`config.mk`:
```
export PLATFORM = sky130hd
export DESIGN_NAME = dec_scan_seq
export DESIGN_NICKNAME = d
export VERILOG_FILES = /design/src/rtl/dec_scan_seq.sv
export SDC_FILE = /design/constraint.sdc
export NUM_CORES = 1
export LEC_CHECK = 0
export CORE_MARGIN = 2
export CORE_UTILIZATION = 30
export CTS_BUF_LIST = sky130_fd_sc_hd__clkbuf_4 sky130_fd_sc_hd__clkbuf_8 sky130_fd_sc_hd__clkbuf_16
export DETAILED_ROUTE_END_ITERATION = 10
export DONT_BUFFER_PORTS = 1
export GPL_ROUTABILITY_DRIVEN = 0
export PLACE_DENSITY = 0.47
export SLEW_MARGIN = 10
export SYNTH_ARGS = -nofsm -noshare
export SYNTH_HDL_FRONTEND = slang
export SYNTH_SLANG_ARGS = --single-unit
export TNS_END_PERCENT = 10
```
`constraint.sdc`:
```
create_clock -name clk -period 1.8 [get_ports clk]
set_input_delay 0.27 -clock clk [delete_from_list [all_inputs] [get_ports clk]]
set_output_delay 0.27 -clock clk [all_outputs]
set_load 0.1 [all_outputs]
```
`src/rtl/dec_scan_seq.sv`:
```
// ============================================================================
// Module      : dec_scan_seq
// Description : Upstream sequencer for an sn74138 3-to-8 decoder. Walks the
//               select {C,B,A} through channels 0..7. Each channel gets a
//               blanking interval with the decoder disabled, followed by a
//               drive interval with the decoder enabled. Supports single-pass
//               or continuous scan with start/stop/done handshakes.
//               Optional channel skipping is compiled in by defining
//               DEC_SCAN_MASK_EN, which adds the chan_mask input.
// Revision    : 1.0 - initial release
// ============================================================================
`default_nettype none

module dec_scan_seq #(
    parameter int DWELL_CYCLES = 4,   // enabled cycles per channel, 1..255
    parameter int BLANK_CYCLES = 1    // disabled cycles before each channel, 1..255
) (
    input  logic       clk,
    input  logic       reset,
    input  logic       start,
    input  logic       stop,
    input  logic       continuous,
`ifdef DEC_SCAN_MASK_EN
    input  logic [7:0] chan_mask,
`endif
    output logic       g1,
    output logic       g2a_n,
    output logic       g2b_n,
    output logic [2:0] sel,
    output logic       busy,
    output logic       done
);

    typedef enum logic [1:0] {
        S_IDLE  = 2'd0,
        S_BLANK = 2'd1,
        S_DRIVE = 2'd2,
        S_DONE  = 2'd3
    } state_t;

    // Phase counter compares against the last cycle index of each interval.
    localparam logic [7:0] c_blank_last = 8'(BLANK_CYCLES - 1);
    localparam logic [7:0] c_dwell_last = 8'(DWELL_CYCLES - 1);

    state_t     r_state;
    state_t     w_state_nxt;
    logic [7:0] r_phase;
    logic [7:0] w_phase_nxt;
    logic [2:0] r_chan;
    logic [2:0] w_chan_nxt;
    logic       r_stop_pending;
    logic       w_stop_pending_nxt;
    logic       r_mode;
    logic       w_mode_nxt;
    logic       w_start_ok;

    // Channel masks: the one seen at start (for the first channel) and the
    // one latched for the rest of the scan. Without the mask feature both
    // are all-zero, so every channel is visited.
    logic [7:0] w_start_mask;
    logic [7:0] w_run_mask;

    logic       w_first_valid;
    logic [2:0] w_first_chan;
    logic [2:0] w_wrap_chan;
    logic       w_next_valid;
    logic [2:0] w_next_chan;
    logic       w_drive_nxt;
    logic       w_busy_nxt;

    assign w_start_ok = start && !stop;

`ifdef DEC_SCAN_MASK_EN
    logic [7:0] r_mask;

    assign w_start_mask = chan_mask;
    assign w_run_mask   = r_mask;

    // Mask is captured once, when a start is accepted.
    always_ff @(posedge clk) begin
        if (reset) begin
            r_mask <= 8'h00;
        end else if (r_state == S_IDLE && w_start_ok) begin
            r_mask <= chan_mask;
        end
    end
`else
    localparam logic [7:0] c_no_mask = 8'h00;

    assign w_start_mask = c_no_mask;
    assign w_run_mask   = c_no_mask;
`endif

    // Channel search: lowest free channel of the start mask, lowest free
    // channel of the run mask (wrap target) and the next free channel above
    // the current one. Skipped channels therefore cost no cycles.
    always_comb begin
        w_first_valid = 1'b0;
        w_first_chan  = 3'd0;
        w_wrap_chan   = 3'd0;
        w_next_valid  = 1'b0;
        w_next_chan   = 3'd0;
        for (int i = 7; i >= 0; i--) begin
            if (!w_start_mask[i]) begin
                w_first_valid = 1'b1;
                w_first_chan  = 3'(i);
            end
            if (!w_run_mask[i]) begin
                w_wrap_chan = 3'(i);
            end
            if (!w_run_mask[i] && (i > int'(r_chan))) begin
                w_next_valid = 1'b1;
                w_next_chan  = 3'(i);
            end
        end
    end

    // Next-state logic: interval timing, channel stepping and stop handling.
    always_comb begin
        w_state_nxt        = r_state;
        w_phase_nxt        = r_phase + 8'd1;
        w_chan_nxt         = r_chan;
        w_stop_pending_nxt = r_stop_pending;
        w_mode_nxt         = r_mode;

        case (r_state)
            S_IDLE: begin
                w_phase_nxt = 8'd0;
                if (w_start_ok) begin
                    w_mode_nxt = continuous;
                    if (w_first_valid) begin
                        w_state_nxt = S_BLANK;
                        w_chan_nxt  = w_first_chan;
                    end else begin
                        // Nothing to scan: finish immediately.
                        w_state_nxt = S_DONE;
                        w_chan_nxt  = 3'd0;
                    end
                end
            end

            S_BLANK: begin
                if (stop) begin
                    // Abort before the pending channel is ever enabled.
                    w_state_nxt = S_DONE;
                    w_phase_nxt = 8'd0;
                    w_chan_nxt  = 3'd0;
                end else if (r_phase == c_blank_last) begin
                    w_state_nxt = S_DRIVE;
                    w_phase_nxt = 8'd0;
                end
            end

            S_DRIVE: begin
                if (stop) begin
                    w_stop_pending_nxt = 1'b1;
                end
                if (r_phase == c_dwell_last) begin
                    w_phase_nxt = 8'd0;
                    if (r_stop_pending || stop) begin
                        // Dwell completed; honour the stop now.
                        w_state_nxt = S_DONE;
                        w_chan_nxt  = 3'd0;
                    end else if (w_next_valid) begin
                        w_state_nxt = S_BLANK;
                        w_chan_nxt  = w_next_chan;
                    end else if (r_mode) begin
                        w_state_nxt = S_BLANK;
                        w_chan_nxt  = w_wrap_chan;
                    end else begin
                        w_state_nxt = S_DONE;
                        w_chan_nxt  = 3'd0;
                    end
                end
            end

            S_DONE: begin
                w_state_nxt        = S_IDLE;
                w_phase_nxt        = 8'd0;
                w_chan_nxt         = 3'd0;
                w_stop_pending_nxt = 1'b0;
            end

            default: begin
                w_state_nxt        = S_IDLE;
                w_phase_nxt        = 8'd0;
                w_chan_nxt         = 3'd0;
                w_stop_pending_nxt = 1'b0;
            end
        endcase
    end

    assign w_drive_nxt = (w_state_nxt == S_DRIVE);
    assign w_busy_nxt  = (w_state_nxt == S_BLANK) || (w_state_nxt == S_DRIVE);

    // State register and registered outputs, decoded from the next state so
    // the outputs line up with the state they describe.
    always_ff @(posedge clk) begin
        if (reset) begin
            r_state        <= S_IDLE;
            r_phase        <= 8'd0;
            r_chan         <= 3'd0;
            r_stop_pending <= 1'b0;
            r_mode         <= 1'b0;
            g1             <= 1'b0;
            g2a_n          <= 1'b1;
            g2b_n          <= 1'b1;
            sel            <= 3'd0;
            busy           <= 1'b0;
            done           <= 1'b0;
        end else begin
            r_state        <= w_state_nxt;
            r_phase        <= w_phase_nxt;
            r_chan         <= w_chan_nxt;
            r_stop_pending <= w_stop_pending_nxt;
            r_mode         <= w_mode_nxt;
            g1             <= w_drive_nxt;
            g2a_n          <= ~w_drive_nxt;
            g2b_n          <= ~w_drive_nxt;
            sel            <= w_chan_nxt;
            busy           <= w_busy_nxt;
            done           <= (w_state_nxt == S_DONE);
        end
    end

endmodule

`default_nettype wire

```
==> results of run 1 <==
[power groups by stage]
| stage | Sequential (mW) | Combinational (mW) | Clock (mW) |
|---|---|---|---|
| finish | 0.442 | 0.164 | 0.237 |
| global route | 0.445 | 0.176 | 0.269 |
| CTS | 0.444 | 0.158 | 0.252 |
| detailed placement | 0.454 | 0.155 | 0 |
| global placement | 0.453 | 0.155 | 0 |
| floorplan | 0.498 | 0.0935 | 0 |
[sequential cells by signal (all words and copies together), names as in the netlist]
signal	cells
r_phase	8
busy	1
g1	1
r_state	2
r_stop_pending	1
r_chan	3
g2b_n	1
done	1
r_mode	1
[what timing repair did]
| item | in CTS | in global routing |
|---|---|---|
| hold buffers | 1 | 1 |
| gates resized for setup | 0 | 6 |
| setup buffers | 0 | 3 |
| endpoints found under the hold margin | 1 | 2 |
| endpoints found under the setup margin | 0 | 2 |
[area by class of cell]
class                           count  area, um2
Sequential cell                    19        395
Multi-Input combinational cell     81        678
Timing Repair Buffer               16        125
Tap cell                           46       57.6
Clock buffer                        4       30.0
Inverter                            9       36.3
Fill cell                         350       2090
[metal layers]
layer | vias to the layer above | track usage, % | routed length (um)
met5 | - | 0 | 0
met3 | 4 | 4.05 | 81
met1 | 379 | 14.1 | 1020
met2 | 9 | 17.6 | 999
met4 | 0 | 4.79 | 30
li1 | 432 | - | -
[cell families (layout without fill, tap and decap cells)]
group	after synthesis	in the layout
and+or+nand+nor	41	41
adders and majority gates	9	9
AOI/OAI and AO/OA	21	21
xor gates and xnor gates	6	6
muxes	4	4
buffers and inverters	15	29
DFF	19	19
[per-stage QoR]
stage          util [%]  setup slack (ns)  cells
4_1_cts            37.1            0.0326    171
3_3_place_gp       35.9             0.126    166
2_1_floorplan         -           -0.0644    115
3_5_place_dp       35.9            0.0690    166
6_report           38.7            0.0852    175
5_1_grt            38.7           -0.0301    175
[worst reg2reg max path, delay by kind of cell, from the launching register on]
kind,cells,cell delay (ns)
flops,1,0.53
simple gates,2,0.45
compound gates,2,0.29
fa+ha+maj,1,0.18
buf+inv,1,0.17
[cells in the mapped netlist (2+ instances only)]
cell	count	area, um2
o211ai_1	3	22.5
inv_1	9	33.8
a21oi_2	2	17.5
xor2_1	5	43.8
nand2b_1	3	18.8
a31oi_1	2	12.5
nand2_1	3	11.3
nor2b_1	3	18.8
nand3_1	7	35.0
a21oi_1	2	10.0
ha_1	8	100
buf_2	2	10.0
dfxtp_1	19	380
and3_1	3	18.8
nor2_1	17	63.8
mux2i_1	4	40.0
[path summary, 6_finish.rpt]
kind | from | endpoint | slack (ns)
worst max-delay path | r_state[0] | g1 | 0.09
worst min-delay path | reset | r_mode | 0.02
worst max register to register | r_state[0] | g1 | 0.09
worst min register to register | r_phase[0] | r_phase[0] | 0.51
==> metrics.md, run 1 <==
| Metric | Value |
|---|---|
| Hold WC Path Type | `primary input to flip-flop` |
| Total power | `0.843 mW` |
| Worst skew pair latency | `0.30 ns` |
| Commonest non-fill, non-tap cells in the layout | `nor2_1 (17), buf_4 (14), dfxtp_1 (13)` |
| Final period util | `95.3%` |
| DP Wirelength | `1540 um` |
| Cell area after synthesis | `1090 um2` |
| Min cycle time layout | `1.71 ns` |
| Avg Cell Area, Syn | `9.45 um2` |
| Num rows | `21` |
| Routed WL per cell | `12.2 um` |
| Critical path buffer and inverter count | `1` |
| Final Net Count | `143` |
| Sw frac | `30.6%` |
| CP Launch Type | `flip-flop` |
| Leakage | `0.514 nW` |
| Commonest non-fill, non-tap cell in the layout | `nor2_1` |
| Root Buffer | `clkbuf_4` |
| IO buf count | `0` |
| Initial Util | `31.8%` |
| Asr flop ratio synth | `0%` |
| Final non-filler cell area | `1320 um2` |
| RSZ-0062 raised after global routing | `true` |
| Mux cell area share after synthesis | `3.68%` |
| Placed Area | `1230 um2` |
| Maxcap violations | `0` |
| Synth unique cells | `39` |
| Pre-antenna DRT Iters | `3` |
| Yosys reg bits | `19` |
| Clk pwr share | `28.1%` |
| Post-synthesis compound-gate area fraction | `18.1%` |
| GRT Residual Overflow | `0` |
| Worst reg2reg path depth | `6` |
| Main combinational cell family by area after synthesis | `simple AND/OR/NAND/NOR gates` |
| First-pass GRT wire length | `3680 um` |
| Core Area | `3420 um2` |
| Share of cells above drive strength 1 | `33.3%` |
| I/O pin count | `13` |
| DRT antenna net count | `0` |
| Post-synth top flop | `dfxtp_1` |
| WHS | `0.0191 ns` |
| Sequential area share after synthesis | `35.0%` |
| Final Setup Violations | `0` |
| Largest net degree at the start of global routing | `14` |
| Post-synth EDFFs | `0` |
| Number of antenna repair diodes | `0` |
| Worst path cell trace | `or2b_1, a41oi_2, a311oi_2, buf_4, ha_1, nor2b_1` |
| Synth Area in Simple Gates | `21.7%` |
| Area growth from synthesis to layout | `21.6%` |
| Status | `completed` |
| Peak VDD IR | `364 uV` |
| Total global-route track usage | `11.3%` |
| Synth Area in XOR/XNOR | `4.83%` |
| Slew headroom | `63.9%` |
| CP arrival | `1.93 ns` |
| Clock skew | `0.00554 ns` |
| Pwr per Cell Area | `637 nW/um2` |
| Via count | `824` |
| Cell count after synthesis | `115` |
| Setup_tns | `0 ns` |
| Kind of critical path | `flip-flop to flip-flop` |
| Initial drt markers | `35` |
| Die width | `64.2 um` |
| Peak Freq | `583 MHz` |
| Die footprint | `4120 um2` |
| H-tree Lvls | `1` |
| Logic pwr share | `19.5%` |
| Crit-path max FO | `8` |
| Final hold vios | `0` |
| Sink Count | `19` |
| Critical path depth | `6` |
| WHS Path Cells | `1` |
| Post-synthesis adder-cell area fraction | `10.1%` |
| Worst endpoint required time | `2.01 ns` |
| Share of power burned in registers | `52.4%` |
| Total CTS buffers | `3` |
| Switching Power | `0.258 mW` |
| Int Power | `0.585 mW` |
| Die H | `64.2 um` |
| CTS max path bufs | `2` |
| # DRC | `0` |
| Final Slew Violations | `0` |
| Crit. End Element | `flip-flop` |
| Net count after synthesis | `128` |
| Vias per std cell | `4.71` |
| Slowest stage cell, crit path | `dfxtp_1` |
| CTS tree | `built` |
| CP delay by family, top | `flip-flops` |
| Vias in the first global route | `802` |
| Initial antenna violation count | `0` |
| Largest stage delay, worst path | `0.53 ns` |
| Final WL | `2130 um` |
| Worst Max-Slew Pin Slew | `0.545 ns` |
| Clk pin slew, worst setup/hold paths | `0.11 ns` |
| Yosys Warn Count | `0` |
(Power assumes the default switching activity.)
==> run 2, diff against run 1 <==
Settings changed: CAP_MARGIN set to 5, GPL_TIMING_DRIVEN set to 0.
==> metrics.md, run 2 (synthesis results as in run 1) <==
| Metric | Value |
|---|---|
| Status | `finished with violations` |
| Failing checks | `setup timing` |
| Max reg flops | `8 (unchanged)` |
| Largest net degree at the start of global routing | `11 (-3)` |
| DP Wirelength | `1500 um (-2.7%)` |
| Sink Count | `19 (unchanged)` |
| Final hold vios | `0 (unchanged)` |
| H-tree Lvls | `1 (unchanged)` |
| CTS tree | `built` |
| Routed WL per cell | `11.9 um (-2.5%)` |
| Leakage | `0.460 nW (-11%)` |
| WHS Endpoint | `r_mode` |
| Via count | `799 (-3.0%)` |
| Initial Util | `31.8% (unchanged)` |
| Maxcap violations | `0 (unchanged)` |
| Number of antenna repair diodes | `0 (unchanged)` |
| Final setup margin | `-0.166 ns (-0.251 ns)` |
| Total global-route track usage | `11.1% (-0.20 points)` |
| Worst Max-Slew Pin Slew | `0.937 ns (+0.392 ns)` |
| CP Launch Type | `flip-flop` |
| Placement Setup Slack | `-0.183 ns (-0.252 ns)` |
| CP arrival | `2.15 ns (+0.22 ns)` |
| Slew headroom | `37.5% (-26 points)` |
| Hold path start | `continuous` |
| Min cycle time layout | `1.97 ns (+0.251 ns)` |
| R2R Setup Slk | `-0.17 ns (-0.25 ns)` |
| Share of cells above drive strength 1 | `24.4% (-9.0 points)` |
| Worst reg2reg path depth | `8 (+2)` |
| Final Slew Violations | `0 (unchanged)` |
| Largest regs | `r_phase (8), r_chan (3), r_state (2)` |
| Area growth from synthesis to layout | `11.7%` |
| Hold WC Path Type | `primary input to flip-flop` |
| Vias per std cell | `4.84 (+2.8%)` |
| # DRC | `0 (unchanged)` |
| Die footprint | `4120 um2 (unchanged)` |
| Setup_tns | `-0.512 ns (-0.512 ns)` |
| DRT antenna net count | `0 (unchanged)` |
| Reg-to-Reg Start | `r_chan[0]` |
| Peak Freq | `509 MHz (-13%)` |
| Initial drt markers | `68 (+94%)` |
| Worst endpoint required time | `1.98 ns (-0.03 ns)` |
| FILL cells | `361 (+3.1%)` |
| IO buf count | `0 (unchanged)` |
| Die H | `64.2 um (unchanged)` |
| Total CTS buffers | `3 (unchanged)` |
| Kind of critical path | `flip-flop to flip-flop` |
| Reg-to-Reg End | `busy` |
| Pwr per Cell Area | `684 nW/um2 (+7.3%)` |
| Clk pin slew, worst setup/hold paths | `0.11 ns (about the same)` |
| Core Area | `3420 um2 (unchanged)` |
| CTS max path bufs | `2 (unchanged)` |
| I/O pin count | `13 (unchanged)` |
| Total power | `0.831 mW (-1.4%)` |
| Crit-path max FO | `8 (unchanged)` |
| Crit. End Element | `flip-flop` |
| Num rows | `21 (unchanged)` |
| First-pass GRT wire length | `3610 um (-2.1%)` |
| Initial antenna violation count | `0 (unchanged)` |
| WHS Path Cells | `2 (+1)` |
| Final WL | `1960 um (-8.1%)` |
| Root Buffer | `clkbuf_4` |
| Final Setup Violations | `4 (+4)` |
| Commonest non-fill, non-tap cells in the layout | `nor2_1 (17), dfxtp_1 (15), inv_1 (8)` |
| Reg with most FFs | `r_phase` |
| Setup repair bufs after CTS | `0 (unchanged)` |
| Peak VDD IR | `363 uV (-0.31%)` |
| WHS | `0.122 ns (+0.103 ns)` |
| Final Util | `35.6% (-3.2 points)` |
| RSZ-0062 raised after global routing | `true` |
| Final Net Count | `133 (-7.0%)` |
| Clock skew | `0.00103 ns (-0.00451 ns)` |
| GRT Residual Overflow | `0 (unchanged)` |
| Vias in the first global route | `822 (+2.5%)` |
| Die width | `64.2 um (unchanged)` |
| Pre-antenna DRT Iters | `4 (+1)` |
| Commonest non-fill, non-tap cell in the layout | `nor2_1` |
| Worst skew pair latency | `0.29 ns (about the same)` |
| Final period util | `109% (+14 points)` |
==> run 2: final cells by class <==
class / count / area (um2) / area share (%)
inverter: 9 / 36.3 / 2.99
sequential: 19 / 390 / 32.1
multi-input combinational: 81 / 661 / 54.4
clock buffer: 4 / 30.0 / 2.47
tap: 46 / 57.6 / 4.74
buffer: 6 / 40.0 / 3.30
==> run 2: per-stage QoR <==
step | instances | area [um2]
floorplan | 115 | 1120
global placement | 161 | 1180
detailed placement | 161 | 1180
CTS | 165 | 1210
global route | 165 | 1210
finish | 165 | 1210
==> run 2: how the worst max path moves through the flow <==
stage                       to  cells past startpoint       from
after floorplan           busy                      8  r_chan[0]
after global placement    busy                      8  r_chan[0]
after detailed placement  busy                      7  r_chan[1]
after CTS                 busy                      8  r_chan[0]
after global routing      busy                      8  r_chan[0]
final                     busy                      8  r_chan[0]
==> run 2: timing repair <==
| action | 4_1_cts | 5_1_grt |
|---|---|---|
| hold buffers | 0 | 0 |
| pin swaps | 2 | 1 |
| resized for setup | 2 | 0 |
| endpoints found under the setup margin | 5 | 5 |
==> run 2: critical path, stage by stage, from the launching register on <==
cell	delay, ns
dfxtp_4	0.60
inv_4	0.08
ha_4	0.18
maj3_2	0.29
nand3_2	0.09
o211a_1	0.18
o22ai_2	0.09
ha_1	0.29
nor2_1	0.04
==> run 2: power breakdown <==
| part | switching [mW] | leakage, nW | total (mW) | internal, mW |
|---|---|---|---|---|
| Sequential | 0.0587 | 0.156 | 0.490 | 0.431 |
| Combinational | 0.0655 | 0.286 | 0.108 | 0.0421 |
| Clock | 0.132 | 0.0184 | 0.233 | 0.101 |
==> run 2: per-layer routing <==
| layer | GRT usage (%) | part of all wire, % | vias up |
|---|---|---|---|
| met2 | 16.9 | 45 | 14 |
| met5 | 0 | 0 | - |
| met4 | 5.59 | 1.1 | 0 |
| li1 | - | - | 409 |
| met1 | 14.6 | 49 | 374 |
| met3 | 2.64 | 4.9 | 2 |
==> run 3, diff against run 2 <==
Settings changed: TNS_END_PERCENT 10 to not set.
==> metrics.md, run 3 (synthesis results as in run 1) <==
| Metric | Value |
|---|---|
| CP Launch Point | `r_chan[0]` |
| Reg-to-Reg Start | `r_chan[0]` |
| Core Area | `3420 um2 (unchanged)` |
| Maxcap violations | `0 (unchanged)` |
| CTS max path bufs | `2 (unchanged)` |
| Die width | `64.2 um (unchanged)` |
| Clock skew | `0.00101 ns (-0.0000148 ns)` |
| CP Launch Type | `flip-flop` |
| Total CTS buffers | `3 (unchanged)` |
| Largest net degree at the start of global routing | `11 (unchanged)` |
| Reg-to-Reg End | `busy` |
| Worst Max-Slew Pin Slew | `0.937 ns (-0.000000715 ns)` |
| Max reg flops | `8 (unchanged)` |
| Leakage | `0.465 nW (+1.1%)` |
| Total global-route track usage | `11.1% (unchanged)` |
| Commonest non-fill, non-tap cell in the layout | `nor2_1` |
| Slew headroom | `37.5% (unchanged)` |
| Crit-path max FO | `8 (unchanged)` |
| H-tree Lvls | `1 (unchanged)` |
| Kind of critical path | `flip-flop to flip-flop` |
| Pwr per Cell Area | `678 nW/um2 (-0.88%)` |
| R2R Setup Slk | `-0.15 ns (+0.02 ns)` |
| CP arrival | `2.13 ns (-0.02 ns)` |
| Largest stage delay, worst path | `0.60 ns (about the same)` |
| Largest regs | `r_phase (8), r_chan (3), r_state (2)` |
| Placement Setup Slack | `-0.183 ns (unchanged)` |
| Initial antenna violation count | `0 (unchanged)` |
| Share of cells above drive strength 1 | `25.0% (+0.63 points)` |
| Num rows | `21 (unchanged)` |
| Sink Count | `19 (unchanged)` |
| DRT antenna net count | `0 (unchanged)` |
| Die H | `64.2 um (unchanged)` |
| Vias in the first global route | `818 (-0.49%)` |
| Initial drt markers | `64 (-5.9%)` |
| CTS tree | `built` |
| Failing checks | `setup timing` |
| Final Setup Violations | `4 (unchanged)` |
| Final period util | `108% (-1.0 points)` |
| Final Slew Violations | `0 (unchanged)` |
| Routed WL per cell | `11.9 um (-0.25%)` |
| Worst endpoint required time | `1.98 ns (about the same)` |
| Hold path start | `continuous` |
| Final WL | `1970 um (+0.36%)` |
| Final hold vios | `0 (unchanged)` |
| First-pass GRT wire length | `3610 um (unchanged)` |
| Pre-antenna DRT Iters | `4 (unchanged)` |
| Min cycle time layout | `1.95 ns (-0.0188 ns)` |
| Vias per std cell | `4.85 (+0.14%)` |
| Commonest non-fill, non-tap cells in the layout | `nor2_1 (17), dfxtp_1 (15), inv_1 (8)` |
| Peak Freq | `514 MHz (+0.97%)` |
| Total power | `0.831 mW (about the same)` |
| Final setup margin | `-0.147 ns (+0.0188 ns)` |
| RSZ-0062 raised after global routing | `true` |
| Root Buffer | `clkbuf_4` |
| Area growth from synthesis to layout | `12.8%` |
| WHS Endpoint | `r_mode` |
| I/O pin count | `13 (unchanged)` |
| Peak VDD IR | `363 uV (about the same)` |
| Reg with most FFs | `r_phase` |
| Final Net Count | `134 (+0.75%)` |
| Worst path cell trace | `inv_4, ha_4, maj3_2, nand3_2, o211a_1, o22ai_2, ha_1, nor2_1` |
| Hold WC Path Type | `primary input to flip-flop` |
| Initial Util | `31.8% (unchanged)` |
| GRT Residual Overflow | `0 (unchanged)` |
| WHS | `0.122 ns (-0.000120 ns)` |
| Worst skew pair latency | `0.29 ns (about the same)` |
| Die footprint | `4120 um2 (unchanged)` |
| Via count | `805 (+0.75%)` |
| IO buf count | `0 (unchanged)` |
| WHS Path Cells | `2 (unchanged)` |
| Number of antenna repair diodes | `0 (unchanged)` |
| Final Util | `35.9% (+0.33 points)` |
| # DRC | `0 (unchanged)` |
| Status | `finished with violations` |
| Worst reg2reg path depth | `8 (unchanged)` |
| DP Wirelength | `1500 um (unchanged)` |
| Crit. End Element | `flip-flop` |
| Clk pin slew, worst setup/hold paths | `0.11 ns (about the same)` |
| Slowest stage cell, crit path | `dfxtp_4` |
## run 3: final cells by class
cell class,instances,area (um2)
repair buffers,1,7.51
clock buffers,4,30.0
well taps,46,57.6
fillers,357,2190
flip-flops and latches,19,390
multi-input cells,81,661
inverters,9,36.3
plain buffers,6,43.8
## run 3: worst max-delay path by stage
stage	endpoint	slack, ns
2_1_floorplan	busy	-0.06
3_3_place_gp	busy	-0.17
3_5_place_dp	busy	-0.18
4_1_cts	busy	-0.15
5_1_grt	busy	-0.22
6_report	busy	-0.15
## run 3: layer usage
metal | vias to the layer above | global-route usage (%) | wire, um
li1 | 412 | - | -
met1 | 379 | 14.6 | 966
met2 | 12 | 16.9 | 887
met3 | 2 | 2.64 | 94
met4 | 0 | 5.59 | 21
met5 | - | 0 | 0
## run 3: repair_timing
action | 4_1_cts | 5_1_grt
setup endpoints to repair | 5 | 5
gates cloned | 0 | 0
hold buffers | 0 | 0
pin swaps | 2 | 0
resized for setup | 2 | 1
buffers inserted | 1 | 0
## run 3: per-stage QoR
step                TNS (ns)  instances  instance area [um2]
finish                -0.425        166                 1230
floorplan             -0.151        115                 1120
global placement      -0.574        161                 1180
detailed placement    -0.607        161                 1180
CTS                   -0.462        166                 1220
global route          -0.741        166                 1230
## run 3: report_power, final
part	leakage (nW)	internal [mW]	switching, mW	total [mW]
sequential	0.156	0.431	0.0587	0.490
clock	0.0184	0.101	0.132	0.233
combinational	0.291	0.0423	0.0655	0.108
## run 3: worst max-delay path: cells and delay by family, from the launching register on
family	cells	cell delay (ns)
buffers and inverters	1	0.06
AO/OA/AOI/OAI	2	0.27
flip-flops	1	0.60
AND/OR/NAND/NOR	2	0.13
adder cells (fa/ha/maj)	3	0.75
